**src/rtl/bp_update_ctrl.sv**
```systemverilog
// Branch predictor update controller: mispredict detection, serialized table
// writes through a small FIFO, and a clear sweep after reset or on request.
module bp_update_ctrl #(
   parameter int ENTRY_ADDR_LEN = 12,
   parameter int QUEUE_DEPTH    = 4,
   parameter int CNT_W          = 32
) (
   input  logic                        clk,
   input  logic                        rst,
   input  logic                        valid_EX,
   input  logic [6:0]                  opcode_EX,
   input  logic [31:0]                 PC_origin_EX,
   input  logic [31:0]                 PC_target_EX,
   input  logic                        br_EX,
   input  logic                        pred_taken_EX,
   input  logic [31:0]                 pred_target_EX,
   input  logic                        clr_req,
   output logic                        flush_req,
   output logic [31:0]                 PC_redirect,
   output logic                        stall_EX,
   output logic                        pred_block,
   output logic                        tbl_we,
   output logic [ENTRY_ADDR_LEN-1:0]   tbl_waddr,
   output logic [31-ENTRY_ADDR_LEN:0]  tbl_wtag,
   output logic [31:0]                 tbl_wtarget,
   output logic                        tbl_wtaken,
   output logic                        tbl_wvalid,
   output logic [CNT_W-1:0]            br_cnt,
   output logic [CNT_W-1:0]            miss_cnt
);

   localparam int ENTRY_SIZE = 2 ** ENTRY_ADDR_LEN;
   localparam int TAG_W      = 32 - ENTRY_ADDR_LEN;
   localparam int PW         = $clog2(QUEUE_DEPTH);
   localparam logic [6:0]                OP_BRANCH = 7'b1100011;
   localparam logic [ENTRY_ADDR_LEN-1:0] LAST_IDX  = ENTRY_ADDR_LEN'(ENTRY_SIZE - 1);
   localparam logic [ENTRY_ADDR_LEN-1:0] IDX_ONE   = ENTRY_ADDR_LEN'(1);
   localparam logic [PW-1:0]             PTR_ONE   = PW'(1);
   localparam logic [PW:0]               CNTQ_ONE  = (PW + 1)'(1);
   localparam logic [PW:0]               CNTQ_FULL = (PW + 1)'(QUEUE_DEPTH);
   localparam logic [CNT_W-1:0]          CNT_ONE   = CNT_W'(1);

   typedef enum logic {ST_CLEAR = 1'b0, ST_RUN = 1'b1} state_t;

   state_t                    r_state, w_state_nxt;
   logic [ENTRY_ADDR_LEN-1:0] r_sweep_idx;
   logic [ENTRY_ADDR_LEN-1:0] r_q_idx    [QUEUE_DEPTH];
   logic [TAG_W-1:0]          r_q_tag    [QUEUE_DEPTH];
   logic [31:0]               r_q_target [QUEUE_DEPTH];
   logic                      r_q_taken  [QUEUE_DEPTH];
   logic [PW-1:0]             r_wr_ptr, r_rd_ptr;
   logic [PW:0]               r_count;
   logic [CNT_W-1:0]          r_br_cnt, r_miss_cnt;
   logic                      w_ev, w_push, w_pop, w_clr_run;
   logic [31:0]               w_seq_pc, w_act, w_prd;

   // Stall comes from the registered count only, so a same-cycle pop never frees a slot.
   assign stall_EX    = (r_count == CNTQ_FULL);
   assign w_ev        = valid_EX & (opcode_EX == OP_BRANCH) & ~stall_EX;
   assign w_seq_pc    = PC_origin_EX + 32'd4;
   assign w_act       = br_EX ? PC_target_EX : w_seq_pc;
   assign w_prd       = pred_taken_EX ? pred_target_EX : w_seq_pc;
   assign flush_req   = w_ev & (w_act != w_prd);
   assign PC_redirect = flush_req ? w_act : 32'd0;
   assign w_clr_run   = (r_state == ST_RUN) & clr_req;
   assign w_push      = w_ev & (r_state == ST_RUN) & ~clr_req;
   assign w_pop       = (r_state == ST_RUN) & (r_count != '0);
   assign br_cnt      = r_br_cnt;
   assign miss_cnt    = r_miss_cnt;

   always_ff @(posedge clk or posedge rst) begin
      if (rst) begin
         r_state     <= ST_CLEAR;
         r_sweep_idx <= '0;
      end else begin
         r_state <= w_state_nxt;
         if (r_state == ST_CLEAR)
            r_sweep_idx <= r_sweep_idx + IDX_ONE;
         else if (clr_req)
            r_sweep_idx <= '0;
      end
   end

   always_comb begin
      w_state_nxt = r_state;
      pred_block  = 1'b0;
      tbl_we      = 1'b0;
      tbl_waddr   = '0;
      tbl_wtag    = '0;
      tbl_wtarget = '0;
      tbl_wtaken  = 1'b0;
      tbl_wvalid  = 1'b0;
      case (r_state)
         ST_CLEAR: begin
            pred_block = 1'b1;
            tbl_we     = 1'b1;
            tbl_waddr  = r_sweep_idx;
            if (r_sweep_idx == LAST_IDX)
               w_state_nxt = ST_RUN;
         end
         default: begin
            if (r_count != '0) begin
               tbl_we      = 1'b1;
               tbl_waddr   = r_q_idx[r_rd_ptr];
               tbl_wtag    = r_q_tag[r_rd_ptr];
               tbl_wtarget = r_q_target[r_rd_ptr];
               tbl_wtaken  = r_q_taken[r_rd_ptr];
               tbl_wvalid  = 1'b1;
            end
            if (clr_req)
               w_state_nxt = ST_CLEAR;
         end
      endcase
   end

   always_ff @(posedge clk or posedge rst) begin
      if (rst) begin
         r_wr_ptr <= '0;
         r_rd_ptr <= '0;
         r_count  <= '0;
      end else if (w_clr_run) begin
         r_wr_ptr <= '0;
         r_rd_ptr <= '0;
         r_count  <= '0;
      end else begin
         if (w_push) r_wr_ptr <= r_wr_ptr + PTR_ONE;
         if (w_pop)  r_rd_ptr <= r_rd_ptr + PTR_ONE;
         case ({w_push, w_pop})
            2'b10:   r_count <= r_count + CNTQ_ONE;
            2'b01:   r_count <= r_count - CNTQ_ONE;
            default: r_count <= r_count;
         endcase
      end
   end

   always_ff @(posedge clk) begin
      if (w_push) begin
         r_q_idx[r_wr_ptr]    <= PC_origin_EX[ENTRY_ADDR_LEN-1:0];
         r_q_tag[r_wr_ptr]    <= PC_origin_EX[31:ENTRY_ADDR_LEN];
         r_q_target[r_wr_ptr] <= PC_target_EX;
         r_q_taken[r_wr_ptr]  <= br_EX;
      end
   end

   // Statistics saturate and survive clr_req; only rst zeroes them.
   always_ff @(posedge clk or posedge rst) begin
      if (rst) begin
         r_br_cnt   <= '0;
         r_miss_cnt <= '0;
      end else begin
         if (w_ev && (r_br_cnt != '1))
            r_br_cnt <= r_br_cnt + CNT_ONE;
         if (flush_req && (r_miss_cnt != '1))
            r_miss_cnt <= r_miss_cnt + CNT_ONE;
      end
   end

endmodule

```
**config.mk**
```make
export PLATFORM = sky130hd
export DESIGN_NAME = bp_update_ctrl
export DESIGN_NICKNAME = d
export VERILOG_FILES = /design/src/rtl/bp_update_ctrl.sv
export SDC_FILE = /design/constraint.sdc
export NUM_CORES = 1
export LEC_CHECK = 0
export CORE_AREA = 2 2 242 244
export CTS_BUF_LIST = sky130_fd_sc_hd__clkbuf_16
export DETAILED_ROUTE_END_ITERATION = 8
export DIE_AREA = 0 0 244 246
export GPL_TIMING_DRIVEN = 0
export SYNTH_ARGS = -nofsm -noshare
export SYNTH_HDL_FRONTEND = slang
export SYNTH_SLANG_ARGS = --single-unit
```
**constraint.sdc**
```tcl
create_clock -name clk -period 4.59 [get_ports clk]
set_input_delay 0.6885 -clock clk [delete_from_list [all_inputs] [get_ports clk]]
set_output_delay 0.6885 -clock clk [all_outputs]
set_load 0.005 [all_outputs]
```
# [Word-level counts from Yosys, hierarchy flattened]
# Memories as Yosys holds them, arrays and structs flattened.
# Index checks and enable logic that the tools add are counted.
[classes] addsub=8 n_mul=0 div_mod_pow=0 magnitude_cmp=0 n_eq_ne=9 shift=0 muxes=28 bitwise_logic=9 n_reduce_logical=6
[op_table] op="$mux 32" n=5
[op_table] op="$add 32x1->32 const B" n=2
[op_table] op="$ne 32x32->1 const B" n=2
[op_table] op="$mux 12" n=4
[op_table] op="$mux 20" n=2
[op_table] op="$add 32x3->32 const B" n=1
[op_table] op="$ne 32x32->1" n=1
[op_table] op="$add 12x1->12 const B" n=1
[op_table] op="$eq 12x12->1 const B" n=1
[op_table] op="$mux 1" n=11
[op_table] op="$mux 2" n=4
[op_table] op="$and 1x1->1" n=7
[op_table] op="$eq 7x7->1 const B" n=1
[op_table] op="$pmux 3 s2" n=1
[op_table] op="$reduce_bool 3->1" n=2
[op_table] op="$add 2x1->2 const B" n=2
[op_table] op="$reduce_bool 2->1" n=2
[op_table] op="$add 3x1->3 const B" n=1
[op_table] op="$eq 3x3->1 const B" n=1
[op_table] op="$mux 3" n=1
[op_table] op="$sub 3x1->3 const B" n=1
[op_table] op="$eq 2x1->1 const B" n=1
[op_table] op="$eq 2x2->1 const B" n=1
[op_table] op="$logic_and 1x1->1" n=2
[op_table] op="other kinds (2)" n=3
[totals] ff_bits=84 latchBits=0 mem_bits_rw=260 mem_bits_ro=0 input_bits=109 out_inout_bits=166 memories=4
[memory_table] memory="r_q_target" words=4 word_bits=32 rd=1 rd_clocked_by_memory_dff=0 write_ports=1 line="49" source="logic [31:0] r_q_target [QUEUE_DEPTH];"
[memory_table] memory="r_q_tag" words=4 word_bits=20 rd=1 rd_clocked_by_memory_dff=0 write_ports=1 line="48" source="logic [TAG_W-1:0] r_q_tag [QUEUE_DEPTH];"
[memory_table] memory="r_q_idx" words=4 word_bits=12 rd=1 rd_clocked_by_memory_dff=0 write_ports=1 line="47" source="logic [ENTRY_ADDR_LEN-1:0] r_q_idx [QUEUE_DEPTH];"
[memory_table] memory="r_q_taken" words=4 word_bits=1 rd=1 rd_clocked_by_memory_dff=0 write_ports=1 line="50" source="logic r_q_taken [QUEUE_DEPTH];"

# [Logic depth before layout (Yosys ltp)]
# Gate-level depths: netlist (run 1).
[logic_depth] depth_word=8 mapped_depth=13

# [Worst setup path after synthesis (run 1)]
# No wires, ideal clock.
[synth_path] path_kind="input port to output port" from="input PC_origin_EX[9]" to="output PC_redirect[12]" t_arrival_ns=3.624 required_ns=3.902 path_slack_ns=0.278 cell_stages=12 n_path_buf=3 cell_sequence="buf_2 nand4_1 or4_4 buf_6 nor3_1 mux2_2 a2111oi_0 a41o_1 o21ai_1 nor3_2 clkbuf_1 nor3_1"
[synth_between] elab_chain_len=5 word_cells_on_any_way=6 classes_between="1 x add/sub; 1 x eq/ne; 3 x mux; 1 x bitwise"
[synth_rtl] element="from (decl)" line="12" source="input logic [31:0] PC_origin_EX,"
[synth_rtl] element="$add 32x3->32 *" line="60" source="assign w_seq_pc = PC_origin_EX + 32'd4;"
[synth_rtl] element="$mux 32 (on tied branches)" line="61, 62"
[synth_rtl] element="$ne 32x32->1" line="63" source="assign flush_req = w_ev & (w_act != w_prd);"
[synth_rtl] element="$and 1x1->1" line="63"
[synth_rtl] element="$mux 32 *" line="64" source="assign PC_redirect = flush_req ? w_act : 32'd0;"
[synth_rtl] element="to (decl)" line="19" source="output logic [31:0] PC_redirect,"
# Every way passes the cells marked *; elsewhere a longest branch is shown, timed or not.

# [Worst setup path in the final report (run 1)]
[layout_path] from="input PC_origin_EX[26]" to="output PC_redirect[12]"
[layout_between] elab_chain_len=5 word_cells_on_any_way=6 classes_between="1 x add/sub; 1 x eq/ne; 3 x mux; 1 x bitwise"
[layout_rtl] element="$add 32x3->32 *" line="60"
[layout_rtl] element="$mux 32 (on tied branches)" line="61, 62"
[layout_rtl] element="$ne 32x32->1 *" line="63"
[layout_rtl] element="$and 1x1->1 *" line="63"
[layout_rtl] element="$mux 32 *" line="64"
# Marks and branches as above.

==> flow_summary.json, run 1 <==
{
  "drive_above_1_share": 0.2509,
  "grt_pass1_vias": 12564,
  "synth_ff_type": "edfxtp_1",
  "fin_worst_skew_ns": 0.01269,
  "synth_area_leaders": "edfxtp_1 (46%), dfrtp_1 (12%), mux4_2 (8.6%), xnor2_1 (4.9%), xor2_1 (2.9%)",
  "initial_utilization": 0.2983,
  "grt_usage": 0.1889,
  "cts_tree": "built",
  "area_delta_synth_final_pct": 38.96,
  "ys_top_cells_by_count": "edfxtp_1 (260), xnor2_1 (95), nand2_1 (87)",
  "p_leak_nw": 8.637,
  "overflow": 0,
  "yosysMostFrequentCell": "edfxtp_1",
  "violations": "setup timing",
  "period_minus_slack_ns": 4.693,
  "cp_top_family": "buffers and inverters",
  "num_rows": 88,
  "synthCells": 1279,
  "arrival_ns": 4.00,
  "cts_sinks": 344,
  "final_cells": 2487,
  "netlist_area_um2": 17110,
  "slew_violations": 0,
  "powerDensity_nw_per_um2": 316.8,
  "dpl.hpwl_um": 41470,
  "status": "finished, violations left",
  "grt_pass1_wl_um": 83670,
  "finalNetCount": 1807,
  "ys_warn_count": 0,
  "worstSetupPathType": "primary input to primary output",
  "drcViolationCount": 0,
  "synth-seq-cells": 344,
  "ys_seq_area_frac": 0.5791,
  "yosys.area.top_type": "edfxtp_1",
  "end_kind": "primary output",
  "clk_pin_slew_ns": 0.06,
  "met2_usage": 0.3004,
  "ctsHoldBuffers": 0,
  "clock-root-buffer": "clkbuf_16",
  "hold_class": "primary input to flip-flop",
  "ios": 275,
  "fin_crit_sh": 1.022,
  "globalplace.congestion": 0.9126,
  "clock_latency_ns": 0.55,
  "port_buffers": 273,
  "cap_violations": 0,
  "core_area_um2": 57370,
  "vias_per_cell": 5.181,
  "synth_edf_count": 260,
  "synthDistinctLibCells": 89,
  "place_ws_ns": -2.613,
  "wl_um": 58240,
  "via_count": 12885,
  "tightest_slew_ns": 1.200,
  "fillers": 5318,
  "antenna_found_initial": 3,
  "syn_nets": 1397,
  "yosys.area.top_type_share": 0.4563,
  "hold_viol": 0,
  "top_usage_layer": "met2",
  "fp.dieW_um": 244,
  "die_area_um2": 60020,
  "crit_chain": "clkdlybuf4s15_2 > buf_6 > nand4_4 > or4_4 > nor3_4 > xnor2_2 > nand4_1 > a2111oi_4 > buf_4 > o2111ai_4 > buf_6 > nor3_4 > buf_12 > buf_8 > buf_6 > buf_6 > nor3_4 > buf_2",
  "slew-limit-headroom": 0.2000,
  "cts_buffers": 38,
  "grt_max_degree": 60,
  "slowest_delay_ns": 0.48,
  "critical_path_buf_inv_count": 9,
  "first_pass_iters": 6,
  "max_clock_freq_mhz": 213.1,
  "htreeDepth": 2,
  "place_inst": 2322,
  "clk_path_buf_depth": 3,
  "worstPathRequired_ns": 3.90,
  "cp_slowest_cell": "or4_4",
  "met3_usage": 0.03235,
  "drtIter0Drc": 1241,
  "cp_max_fo": 6,
  "met1_usage": 0.2653,
  "synthArstFlopShare": 0.2442,
  "setup_viol": 20,
  "wl_per_cell_um": 23.42,
  "antenna_left": 0,
  "cp_common_cell": "buf_6",
  "cp-start-kind": "primary input",
  "syn_area_per_cell_um2": 13.38,
  "rsz0062_at_grt": "true",
  "worst_slack_ns": -0.1028,
  "die_h_um": 246,
  "ir_worst_vdd_v": 0.0001927
}
## routing by layer
layer | share of wire | vias up | wire length, um
li1 | - | 5656 | -
met1 | 0.44 | 6569 | 25840
met2 | 0.47 | 559 | 27130
met3 | 0.066 | 99 | 3826
met4 | 0.025 | 2 | 1428
met5 | 0.00022 | - | 13
## placed cells by master (no fill, tap or decap), drive strengths merged, types with 4 or more instances in the layout
master         synthesis  routed
edfxtp               260     260
or3                    7       7
a31oi                 11      11
o221ai                 5       5
xor2                  56      56
mux4                  65      65
inv                   29      41
xnor3                 11      11
dfrtp                 84      84
clkdlybuf4s50          0     205
diode                  0       4
dlygate4sd2            0       4
nand2b                 8       8
o211a                  4       4
clkbuf                43      93
nor3                  41      41
buf                   23     162
o22ai                  7       7
o21ai                 38      38
and3                  21      21
a2111oi                9       9
nand4                 29      29
mux2                   5       5
a22o                   8       8
clkdlybuf4s15          0      11
ha                     8       8
mux2i                 12      12
nor2                  62      62
clkinv                 1      16
nor3b                  4       4
nor4                  18      18
nand2                 87      87
nor2b                  5       5
xnor2                 95      95
and2                  76      76
and4                   6       6
a21oi                 21      21
nand3                 60      60
## path summary, 6_finish.rpt
kind,from,endpoint,slack [ns],cells past startpoint
min in group asynchronous,rst,miss_cnt[11]$_DFFE_PP0P_,0.48,2
hold reg to reg,br_cnt[23]$_DFFE_PP0P_,br_cnt[23]$_DFFE_PP0P_,0.49,1
max in group asynchronous,rst,r_sweep_idx[8]$_DFFE_PP0P_,3.50,3
hold / removal,PC_origin_EX[3],r_q_idx[1][3]$_DFFE_PP_,0.33,1
setup / recovery,PC_origin_EX[26],PC_redirect[12],-0.10,18
setup reg to reg,r_count[0]$_DFFE_PP0P_,r_count[2]$_DFFE_PP0P_,1.00,11
## report_power, final
| part | internal, mW | switching [mW] |
|---|---|---|
| combinational | 0.604 | 0.613 |
| sequential | 3.40 | 0.0598 |
| clock | 1.61 | 1.25 |
| total | 5.61 | 1.92 |
## through the flow
stage / power [mW] / utilization / setup TNS, ns / hold slack [ns] / area [um^2]
global route: 7.794 / 0.4144 / -2.846 / 0.3175 / 23770
floorplan: 4.149 / - / 0 / 0.4569 / 17110
global placement: 4.616 / 0.3626 / -556.50 / 0.4787 / 20800
finish: 7.532 / 0.4145 / -0.9245 / 0.3312 / 23780
detailed placement: 4.640 / 0.3651 / -105.16 / 0.4772 / 20940
CTS: 7.573 / 0.4078 / -0.7784 / 0.3068 / 23400
## cell families after synthesis
logic type	after synthesis	synth area share
muxes	82	0.09586
adders and majority gates	9	0.007020
AOI/OAI and AO/OA	147	0.06318
buffers and inverters	96	0.02376
DFF	344	0.5791
xor gates and xnor gates	163	0.09316
and+or+nand+nor	438	0.1379
## what timing repair did
item,CTS,global route
pin swaps,37,30
cloned,3,0
gates resized for setup,419,92
setup buffers,65,29
endpoints found under the setup margin,93,45
## cell type report
type                       instances  area (um^2)  area share
antenna                            4        10.01   0.0004210
timing repair buffer             375         3647      0.1534
clock inverter                    28        125.1    0.005262
tap                              765        957.2     0.04025
buffer                            61        467.9     0.01968
sequential                       344         9910      0.4168
inverter                          30        116.4    0.004894
multi-input combinational        839         7518      0.3162
clock buffer                      41         1026     0.04315
## state kept, by name (all words and copies together), names as in the netlist
| register | flops |
|---|---|
| r_count | 3 |
| r_wr_ptr | 2 |
| r_q_tag | 80 |
| r_q_target | 128 |
| r_q_idx | 48 |
| r_rd_ptr | 2 |
| r_state | 1 |
| r_sweep_idx | 12 |
| r_q_taken | 4 |
| miss_cnt | 32 |
| br_cnt | 32 |
No activity file was read; power rests on OpenSTA's default activity.
==> inputs of run 2 (changes only) <==
--- a/config.mk
+++ b/config.mk
@@ -5,11 +5,14 @@
 export SDC_FILE = /design/constraint.sdc
 export NUM_CORES = 1
 export LEC_CHECK = 0
+export CELL_PAD_IN_SITES_DETAIL_PLACEMENT = 1
+export CELL_PAD_IN_SITES_GLOBAL_PLACEMENT = 2
 export CORE_AREA = 2 2 242 244
 export CTS_BUF_LIST = sky130_fd_sc_hd__clkbuf_16
 export DETAILED_ROUTE_END_ITERATION = 8
 export DIE_AREA = 0 0 244 246
 export GPL_TIMING_DRIVEN = 0
+export PLACE_DENSITY = 0.77
 export SYNTH_ARGS = -nofsm -noshare
 export SYNTH_HDL_FRONTEND = slang
 export SYNTH_SLANG_ARGS = --single-unit
==> constraint.sdc (replaced) <==
create_clock -name clk -period 5.15 [get_ports clk]
set_input_delay 0.7725 -clock clk [delete_from_list [all_inputs] [get_ports clk]]
set_output_delay 0.7725 -clock clk [all_outputs]
set_load 0.005 [all_outputs]
==> run 2 against run 1 <==
The flow now finishes without violations; die area is the same; critical endpoint is now PC_redirect[1]; total power down 7.4%; highest routed layer unchanged; clock power is essentially flat; via count is 2.5% lower; worst setup slack gained 0.12 ns; routed wire length increased by 3.4%; largest power group unchanged; worst hold slack improved by 0.13 ns; final cell count is 1.6% lower.
==> flow_summary.json, run 2 (synthesis gave the netlist of run 1 again) <==
{
  "port_buffers": 273,
  "p_sw_frac": 0.2533,
  "p_int_mw": 5.206,
  "holdPathStages": 1,
  "cts_buffers": 41,
  "largest_reg_flops": 128,
  "initial_utilization": 0.2983,
  "drcViolationCount": 0,
  "dpl.hpwl_um": 43740,
  "cp_common_cell": "buf_4",
  "crit_chain": "buf_2 > buf_6 > nand4_4 > buf_4 > or3_4 > nor4b_2 > o31ai_4 > xnor2_2 > a2111oi_4 > a31oi_4 > buf_12 > nor3_4 > buf_12 > buf_4 > buf_4 > nor3_4 > dlygate4sd2_1",
  "ir_worst_vdd_v": 0.0002344,
  "status": "finished clean",
  "slew-limit-headroom": 0.2008,
  "hold_class": "primary input to flip-flop",
  "hold_viol": 0,
  "power.total_mw": 6.972,
  "final_common_cell": "edfxtp_1",
  "core_area_um2": 57370,
  "cp_max_fo": 5,
  "fillers": 5947,
  "fp.dieW_um": 244,
  "clock-root-buffer": "clkbuf_16",
  "critical_path_buf_inv_count": 8,
  "die_h_um": 246,
  "via_count": 12569,
  "antenna_left": 0,
  "arrival_ns": 4.36,
  "setup_viol": 0,
  "final_area_um2": 23310,
  "max_clock_freq_mhz": 194.8,
  "clk_path_buf_depth": 3,
  "cp_slowest_cell": "or3_4",
  "tightest_slew_ns": 1.199,
  "antenna_found_initial": 7,
  "cap_violations": 0,
  "p_comb_frac": 0.149,
  "clock_power_share": 0.409,
  "finalNetCount": 1768,
  "ctsHoldBuffers": 0,
  "overflow": 0,
  "cts_sinks": 344,
  "multi_input_area_um2": 7312,
  "worstPathRequired_ns": 4.38,
  "regArea_um2": 9910,
  "period_minus_slack_ns": 5.135,
  "grt_usage": 0.1986,
  "fin_worst_skew_ns": 0.01874,
  "p_leak_nw": 8.448,
  "vias_per_cell": 5.134,
  "layout_common_cells": "edfxtp_1 (260), clkdlybuf4s50_1 (208), xnor2_1 (94)",
  "area_delta_synth_final_pct": 36.21,
  "fin_crit_sh": 0.9970,
  "clk_pin_slew_ns": 0.06,
  "clock_latency_ns": 0.57,
  "cp_top_family": "buffers and inverters",
  "grt_pass1_vias": 13209,
  "cp-start-kind": "primary input",
  "grt_pass1_wl_um": 88290,
  "worst-path-stages": 17,
  "die_area_um2": 60020,
  "ios": 275,
  "grt_max_degree": 66,
  "worstSetupPathType": "primary input to primary output",
  "rsz0062_at_grt": "true",
  "seqPwrFrac": 0.443,
  "cts_tree": "built",
  "r2r.worst_path.cells": 7,
  "drive_above_1_share": 0.1999,
  "wl_um": 60220,
  "dpl_cell_area_um2": 20950,
  "regMostFlops": "r_q_target",
  "slew_violations": 0,
  "top_regs": "r_q_target: 128 flops, r_q_tag: 80 flops, r_q_idx: 48 flops",
  "slowest_delay_ns": 0.43,
  "htreeDepth": 2,
  "drtIter0Drc": 797,
  "end_kind": "primary output",
  "first_pass_iters": 4,
  "num_rows": 88,
  "powerDensity_nw_per_um2": 299.1,
  "worst_hold_slack_ns": 0.4570,
  "globalplace.congestion": 0.8982,
  "p_sw_mw": 1.766,
  "wl_per_cell_um": 24.60
}
[run 2: cell count changes in the layout (fill, tap and decap cells not counted), moves of 6 or more]
cell | previous run | this run
and2_1 | 58 | 70
and2_4 | 16 | 4
buf_12 | 13 | 5
buf_2 | 23 | 6
buf_4 | 79 | 54
buf_6 | 32 | 13
buf_8 | 8 | 2
clkdlybuf4s15_1 | 1 | 7
dlygate4sd2_1 | 4 | 20
[run 2: stage by stage]
step                        util  TNS [ns]  worst slack (ns)  std cells
final                     0.4063         0           0.01530       2448
after global routing      0.4062   -0.1195           -0.1061       2446
after CTS                 0.4030  -0.01064          -0.01064       2433
after detailed placement  0.3652    -81.94            -2.290       2322
after global placement    0.3626   -393.64            -2.141       2317
after floorplan                -         0            0.6698       1279
[run 2: area by class of cell]
type                    instances  area share
repair buffers                331      0.1401
clock buffers                  43     0.04617
inverters                      30    0.004939
multi-input cells             839      0.3137
plain buffers                  63     0.01857
diodes                          2   0.0002147
flip-flops and latches        344      0.4252
clock inverters                31     0.01004
well taps                     765     0.04107
[run 2: final timing paths]
path / from / endpoint / slack, ns
min in group asynchronous: rst / miss_cnt[26]$_DFFE_PP0P_ / 0.50
max: PC_origin_EX[6] / PC_redirect[1] / 0.02
min reg2reg: br_cnt[5]$_DFFE_PP0P_ / br_cnt[5]$_DFFE_PP0P_ / 0.50
max reg2reg: r_count[2]$_DFFE_PP0P_ / r_q_tag[1][10]$_DFFE_PP_ / 1.80
min: PC_origin_EX[13] / r_q_tag[2][1]$_DFFE_PP_ / 0.46
max in group asynchronous: rst / r_sweep_idx[10]$_DFFE_PP0P_ / 3.96
[run 2: routing by layer]
metal	wire [um]	GRT usage	share of wire	vias to the layer above
met4	1397	0.04950	0.023	10
li1	-	-	-	5573
met1	26330	0.2706	0.44	6522
met3	3654	0.04118	0.061	94
met2	28780	0.3234	0.48	370
met5	65	0	0.0011	-
[run 2: repair_timing]
item	in CTS	in global routing
endpoints found under the setup margin	50	32
pin swaps	23	12
resized for setup	265	41
setup buffers	40	13
[run 2: power groups by stage]
stage                     logic, mW  clock network, mW  registers, mW
after floorplan               0.573                  0           3.13
after global placement        0.971                  0           3.14
after detailed placement      0.994                  0           3.14
after CTS                      1.04               2.92           3.08
after global routing           1.12               3.01           3.09
final                          1.04               2.85           3.09
